### src/rtl/note_recorder_if.sv
// note_recorder_if: audio-in FIFO consumer handshake plus note RAM write port.
// master is the recorder side; slave is the FIFO/RAM environment side.
interface note_recorder_if #(
    parameter int unsigned ADDR_W = 10
);
    logic              audio_in_available;
    logic [31:0]       left_channel_audio_in;
    logic              read_audio_in;
    logic [ADDR_W-1:0] wr_addr;
    logic [18:0]       wr_data;
    logic              wren;

    modport master (
        input  audio_in_available, left_channel_audio_in,
        output read_audio_in, wr_addr, wr_data, wren
    );

    modport slave (
        output audio_in_available, left_channel_audio_in,
        input  read_audio_in, wr_addr, wr_data, wren
    );
endinterface

### src/rtl/note_recorder.sv
// note_recorder: measures tone period by zero-crossing timing and writes one half-period
// delay word per tempo slot into the note RAM. Define NOTE_REC_AVG_EN to average the last four periods.
module note_recorder #(
    parameter int unsigned ADDR_W      = 10,
    parameter int unsigned LAST_LINE   = 252,
    parameter int unsigned SLOT_CYCLES = 9200000,
    parameter int          HYST        = 32'd50000000,
    parameter int unsigned MIN_PERIOD  = 2000
) (
    input  logic            CLOCK_50,
    input  logic            resetn,
    input  logic            start,
    note_recorder_if.master aud,
    output logic            busy,
    output logic            done
);
    localparam int unsigned SLOT_W = (SLOT_CYCLES > 1) ? $clog2(SLOT_CYCLES) : 1;

    typedef enum logic [1:0] {IDLE, RECORD, DONE} state_t;

    state_t              state;
    logic                pos;
    logic                seen_edge;
    logic                pvalid;
    logic [19:0]         per_cnt;
    logic [SLOT_W-1:0]   slot_cnt;
    logic signed [31:0]  sample;
    logic [19:0]         per_inc;
    logic [19:0]         src;
    logic [19:0]         half_m1;
    logic                rise;
    logic                accept;
    logic                wrap;
    logic                valid;
    logic [18:0]         word;
`ifdef NOTE_REC_AVG_EN
    logic [19:0]         hist   [4];
    logic [19:0]         hist_n [4];
    logic [2:0]          hcnt;
    logic [2:0]          hcnt_n;
    logic [21:0]         sum;
`else
    logic [19:0]         period;
`endif

    assign aud.read_audio_in = aud.audio_in_available & (state == RECORD);
    assign sample            = $signed(aud.left_channel_audio_in);

    // The latch path bypasses the registers so an edge landing on the wrap cycle
    // already feeds this slot's word.
    always_comb begin
        per_inc = (per_cnt == '1) ? per_cnt : per_cnt + 20'd1;
        rise    = aud.read_audio_in && !pos && (sample > HYST);
        accept  = rise && seen_edge && (per_inc >= 20'(MIN_PERIOD)) && (per_inc != '1);
        wrap    = (state == RECORD) && (slot_cnt == SLOT_W'(SLOT_CYCLES - 1));
        valid   = pvalid || accept;
`ifdef NOTE_REC_AVG_EN
        hist_n = hist;
        hcnt_n = hcnt;
        if (accept) begin
            for (int unsigned i = 0; i < 3; i++) hist_n[i] = hist[i + 1];
            hist_n[3] = per_inc;
            hcnt_n    = (hcnt == 3'd4) ? hcnt : hcnt + 3'd1;
        end
        sum = 22'(hist_n[0]) + 22'(hist_n[1]) + 22'(hist_n[2]) + 22'(hist_n[3]);
        src = (hcnt_n == 3'd4) ? 20'(sum >> 2) : hist_n[3];
`else
        src = accept ? per_inc : period;
`endif
        half_m1 = (src >> 1) - 20'd1;
        if (!valid)                    word = '0;
        else if (half_m1 > 20'h7FFFF)  word = '1;
        else                           word = half_m1[18:0];
    end

    always_ff @(posedge CLOCK_50 or negedge resetn) begin
        if (!resetn) begin
            state       <= IDLE;
            busy        <= 1'b0;
            done        <= 1'b0;
            aud.wren    <= 1'b0;
            aud.wr_addr <= '0;
            aud.wr_data <= '0;
            pos         <= 1'b0;
            seen_edge   <= 1'b0;
            pvalid      <= 1'b0;
            per_cnt     <= '0;
            slot_cnt    <= '0;
`ifdef NOTE_REC_AVG_EN
            hist        <= '{default: '0};
            hcnt        <= '0;
`else
            period      <= '0;
`endif
        end else begin
            aud.wren <= 1'b0;
            case (state)
                RECORD: begin
                    if (aud.read_audio_in) begin
                        if (sample > HYST)       pos <= 1'b1;
                        else if (sample < -HYST) pos <= 1'b0;
                    end
                    per_cnt  <= rise ? '0 : per_inc;
                    slot_cnt <= wrap ? '0 : slot_cnt + SLOT_W'(1);
                    if (rise) seen_edge <= 1'b1;
`ifdef NOTE_REC_AVG_EN
                    hist <= hist_n;
                    hcnt <= hcnt_n;
`else
                    if (accept) period <= per_inc;
`endif
                    if (wrap) begin
                        aud.wren    <= 1'b1;
                        aud.wr_data <= word;
                        pvalid      <= 1'b0;
`ifdef NOTE_REC_AVG_EN
                        hist        <= '{default: '0};
                        hcnt        <= '0;
`endif
                    end else if (accept) begin
                        pvalid <= 1'b1;
                    end
                    // Address advances as the write pulse ends; the last line ends recording instead.
                    if (aud.wren) begin
                        if (aud.wr_addr == ADDR_W'(LAST_LINE)) begin
                            state <= DONE;
                            busy  <= 1'b0;
                            done  <= 1'b1;
                        end else begin
                            aud.wr_addr <= aud.wr_addr + ADDR_W'(1);
                        end
                    end
                end
                default: begin
                    if (start) begin
                        state       <= RECORD;
                        busy        <= 1'b1;
                        done        <= 1'b0;
                        aud.wr_addr <= '0;
                        pos         <= 1'b0;
                        seen_edge   <= 1'b0;
                        pvalid      <= 1'b0;
                        per_cnt     <= '0;
                        slot_cnt    <= '0;
                    end
                end
            endcase
        end
    end
endmodule

### src/flat_wrapper.sv
// flat-port wrapper written by rule: the top's interface ports become plain ports
module note_recorder_flat 
#(
    parameter int unsigned ADDR_W      = 10,
    parameter int unsigned LAST_LINE   = 252,
    parameter int unsigned SLOT_CYCLES = 9200000,
    parameter int          HYST        = 32'd50000000,
    parameter int unsigned MIN_PERIOD  = 2000
)
  (CLOCK_50, resetn, start, busy, done, aud_audio_in_available, aud_left_channel_audio_in, aud_read_audio_in, aud_wr_addr, aud_wr_data, aud_wren);
  note_recorder_if #(.ADDR_W(ADDR_W)) aud_i ();
  input  logic CLOCK_50;
  input  logic resetn;
  input  logic start;
  output logic busy;
  output logic done;
  input wire logic [$bits(aud_i.audio_in_available)-1:0] aud_audio_in_available;
  input wire logic [$bits(aud_i.left_channel_audio_in)-1:0] aud_left_channel_audio_in;
  output wire logic [$bits(aud_i.read_audio_in)-1:0] aud_read_audio_in;
  output wire logic [$bits(aud_i.wr_addr)-1:0] aud_wr_addr;
  output wire logic [$bits(aud_i.wr_data)-1:0] aud_wr_data;
  output wire logic [$bits(aud_i.wren)-1:0] aud_wren;
  assign aud_i.audio_in_available = aud_audio_in_available;
  assign aud_i.left_channel_audio_in = aud_left_channel_audio_in;
  assign aud_read_audio_in = aud_i.read_audio_in;
  assign aud_wr_addr = aud_i.wr_addr;
  assign aud_wr_data = aud_i.wr_data;
  assign aud_wren = aud_i.wren;
  note_recorder #(.ADDR_W(ADDR_W), .LAST_LINE(LAST_LINE), .SLOT_CYCLES(SLOT_CYCLES), .HYST(HYST), .MIN_PERIOD(MIN_PERIOD)) u_core (.CLOCK_50(CLOCK_50), .resetn(resetn), .start(start), .aud(aud_i), .busy(busy), .done(done));
endmodule
### config.mk
export PLATFORM = sky130hd
export DESIGN_NAME = note_recorder_flat
export DESIGN_NICKNAME = d
export VERILOG_FILES = /design/src/rtl/note_recorder_if.sv /design/src/rtl/note_recorder.sv /design/src/flat_wrapper.sv
export SDC_FILE = /design/constraint.sdc
export NUM_CORES = 1
export LEC_CHECK = 0
export ABC_AREA = 1
export ABC_CLOCK_PERIOD_IN_PS = 3900
export CORE_UTILIZATION = 40
export CTS_CLUSTER_DIAMETER = 120
export CTS_CLUSTER_SIZE = 40
export DETAILED_ROUTE_END_ITERATION = 16
export PLACE_DENSITY = 0.62
export SYNTH_ARGS = -nofsm -noshare
export SYNTH_HDL_FRONTEND = slang
export SYNTH_SLANG_ARGS = --single-unit
### constraint.sdc
create_clock -name CLOCK_50 -period 3.9 [get_ports CLOCK_50]
set_input_delay 0.39 -clock CLOCK_50 [delete_from_list [all_inputs] [get_ports CLOCK_50]]
set_output_delay 0.39 -clock CLOCK_50 [all_outputs]
set_load 0.1 [all_outputs]
==> flow_summary.yaml, run 1 <==
detailed_routing:
  top_layer: "met4"
  totalWireLength_mm: 15.5
  dr_total_vias: 5870
  routedWlPerCell_um: 13.6
  wl_met1_mm: 7.76
  drc: 0
  first_pass_iters: 5
  wl_met3_um: 659
  drt_iter0_markers: 509
  wl_met2_mm: 6.87
  ant_nets: 0
  avgViaCountPerCell: 5.14
critical_path:
  crit_buf_inv: 1
  cpPeakStageDelay_ns: 0.43
  cp-start-kind: "flop"
  arrival_ns: 3.78
  cpMostUsedCell: "nand2_1"
  path_max_fanout: 41
  slowest_stage: "dfrtp_1"
  required_ns: 4.15
  path_class: "flop to flop"
  path_delay_family: "simple AND/OR/NAND/NOR gates"
  worstSetupEndpointType: "flop"
  worstPathCellList: "ha_1 -> nand2_1 -> nor2_4 -> nand2_4 -> nor2_4 -> nand2_4 -> o21ai_2 -> nand3_1 -> nor2_1 -> nand3_2 -> nand3_4 -> buf_8 -> nand2_1 -> nand2_1 -> nand2_2 -> nor2_2 -> nand3_1 -> o21ai_1 -> nand3_1 -> nand2_1 -> nand2_1"
yosys:
  netlist_top_cells_count: "nand2_1 (218), inv_1 (132), dfrtp_1 (98)"
  syn_inst: 875
  ys_seq_elements: 98
  yosysWarningCount: 0
  synth_most_common_cell: "nand2_1"
  syn-num-nets: 917
  synth_top_area_cell: "dfrtp_1"
  synth.area.top_cells: "dfrtp_1 (39%), nand2_1 (13%), inv_1 (7.9%)"
  synthDistinctLibCells: 42
  synth_seq_area_share_pct: 39.3
  synth_edf_count: 0
  syn_area_um2: 6250
  syn_area_per_cell_um2: 7.14
  synthArstFlopShare_pct: 100
  synth_top_area_share_pct: 39.3
  synth_ff_type: "dfrtp_1"
power_and_ir_drop:
  peakVddDrop_mv: 0.227
  internal_power_w: 0.00201
  switching_share_pct: 34.6
  sequentialPowerShare_pct: 41.2
  p_sw_w: 0.00106
  clkPwrFrac_pct: 31.6
  cellPowerDensity_nw_per_um2: 411
  cellLeakagePower_nw: 3.39
  comb_power_share_pct: 27.2
floorplanning:
  die_w_um: 127
  core_um2: 15200
  ios: 69
  start_util_pct: 41.1
  dieArea_um2: 16100
  rows: 45
  die_h_um: 127
final_layout:
  n_antenna_cell: 0
  layout.cells.non_filler: 1141
  seq_area_um2: 2450
  synthToLayoutAreaGrowth_pct: 19.7
  fin_nets: 990
  drive_above_1_share_pct: 9.02
  fill_cells: 1506
  multi_input_area_um2: 3170
clock_network:
  cts_root_buf: "clkbuf_16"
  cts_buffer_depth: 2
  cts_buffers: 9
  clk_latency_ns: 0.36
  clk_pin_slew_ns: 0.07
  clock-sinks: 98
  cts_tree: "yes"
  htreeDepth: 3
timing:
  fin_crit_sh_pct: 90.7
  timing.final.crit_period_ns: 3.54
  tightest_slew_ns: 0.971
  hold_viol: 0
  fmax_ghz: 0.283
  setup-tns-final_ns: 0
  rsz0062_at_grt: "false"
  fin_skew_ns: 0.00928
  slew_violations: 0
  slew_headroom_pct: 35.0
  holdWs_ns: 0.0148
  setup_viol: 0
grt:
  antenna_found_initial: 0
  grt_use_total_pct: 20.5
  grt_max_degree: 43
  overflow: 0
  grt_pass1_wl_mm: 26.4
  grt_pass1_vias: 5491
placed_design:
  dp_hpwl_mm: 11.8
  io_buffers: 68
  place_inst: 1125
  gp_congestion: 0.858
job:
  cap_violations: 0
outcome:
  status: "complete, no violations"
worst_hold_path:
  hp-class: "input pin to asynchronous set/reset pin"
## path summary, 6_finish.rpt
check | to | depth (start not counted) | slack, ns | start
max reg2reg | u_core.aud.wr_data[18]$_DFFE_PN0P_ | 21 | 0.36 | u_core.per_cnt[0]$_DFFE_PN0P_
max in group asynchronous | u_core.slot_cnt[6]$_DFFE_PN0P_ | 2 | 3.05 | resetn
min | u_core.aud.wr_data[16]$_DFFE_PN0P_ | 1 | 0.01 | resetn
min reg2reg | u_core.aud.wr_data[17]$_DFFE_PN0P_ | 2 | 0.48 | u_core.aud.wr_data[17]$_DFFE_PN0P_
max | u_core.aud.wr_data[18]$_DFFE_PN0P_ | 21 | 0.36 | u_core.per_cnt[0]$_DFFE_PN0P_
min in group CLOCK_50 | u_core.aud.wr_data[17]$_DFFE_PN0P_ | 2 | 0.48 | u_core.aud.wr_data[17]$_DFFE_PN0P_
## registers in the layout, indices dropped and copies added (netlist names)
register            count
u_core.aud.wr_addr     10
u_core.aud.wr_data     19
u_core.state            2
u_core.period          19
u_core.pos              1
u_core.slot_cnt        24
u_core.aud.wren         1
u_core.per_cnt         20
u_core.seen_edge        1
u_core.pvalid           1
## worst reg2reg max path: cells and delay by family, from the launching register on
kind	cells	cell delay, ns
buf+inv	1	0.25
flops	1	0.43
fa+ha+maj	1	0.24
compound gates	2	0.41
simple gates	17	2.10
## layer usage
| metal | vias to the layer above | track usage, % |
|---|---|---|
| met1 | 2674 | 29.6 |
| met2 | 167 | 31.6 |
| met5 | - | 0 |
| met3 | 17 | 2.45 |
| met4 | 0 | 7.49 |
| li1 | 3012 | - |
## power by group through the flow
stage / clock, W / sequential, W / combinational, W
after floorplan: 0 / 0.00129 / 0.000576
after global placement: 0 / 0.00128 / 0.000818
after detailed placement: 0 / 0.00128 / 0.000823
after CTS: 0.000991 / 0.00127 / 0.000827
after global routing: 0.00103 / 0.00129 / 0.000949
final: 0.000972 / 0.00127 / 0.000835
## through the flow
stage	instance area [µm²]	total power, W	setup slack [ns]	utilization [%]
detailed placement	7130	0.00211	0.171	46.9
floorplan	6250	0.00187	0.638	-
CTS	7450	0.00309	0.129	49.0
global placement	7130	0.00210	0.231	46.9
global route	7480	0.00327	0.0150	49.2
finish	7480	0.00307	0.364	49.2
## cell type report
cell class	instances	share of cell area (%)
inverter	139	6.98
multi-input combinational	619	42.4
timing repair buffer	81	10.4
clock buffer	10	3.06
clock inverter	6	1.20
sequential	98	32.8
tap	188	3.15
## kinds of logic after synthesis
group | after synthesis | share of synthesized area [%]
compound gates | 129 | 12.5
xor+xnor | 14 | 1.96
fa+ha+maj | 6 | 1.20
buf+inv | 158 | 10.3
flops | 98 | 39.3
simple gates | 470 | 34.8
## cells in the final DEF, fill, tap and decap left out, types with 3 or more instances in the layout
cell type and instances:
o22ai_1 5, nand2_2 12, xnor2_1 3, nor2_1 88, nor2_2 11, nand4_1 26, nand3_2 3, o21ai_1 20
clkdlybuf4s50_1 66, ha_1 6, nand3_1 69, dfrtp_1 98, a21oi_1 18, buf_4 14, o21ai_2 7, o21ai_0 48
a31oi_1 4, o32ai_1 20, nand2_1 218, nor2_4 6, xor2_1 11, inv_2 5, nor4_1 13, clkbuf_16 9
inv_1 132, nor3_1 11
## timing repair
action | 4_1_cts | 5_1_grt
hold endpoints to repair | 0 | 0
endpoints found under the setup margin | 0 | 19
gates resized for setup | 0 | 7
hold buffers | 0 | 0
setup buffers | 0 | 0
No activity file was read; power rests on OpenSTA's default activity.
==> run 2, diff against run 1 <==
--- a/config.mk
+++ b/config.mk
@@ -8,10 +8,11 @@
 export ABC_AREA = 1
 export ABC_CLOCK_PERIOD_IN_PS = 3900
 export CORE_UTILIZATION = 40
-export CTS_CLUSTER_DIAMETER = 120
+export CTS_CLUSTER_DIAMETER = 60
 export CTS_CLUSTER_SIZE = 40
 export DETAILED_ROUTE_END_ITERATION = 16
 export PLACE_DENSITY = 0.62
 export SYNTH_ARGS = -nofsm -noshare
 export SYNTH_HDL_FRONTEND = slang
 export SYNTH_SLANG_ARGS = --single-unit
+export TNS_END_PERCENT = 50
==> results of run 2 <==
No change in the layout: final DEF, timing and power equal those of run 1.
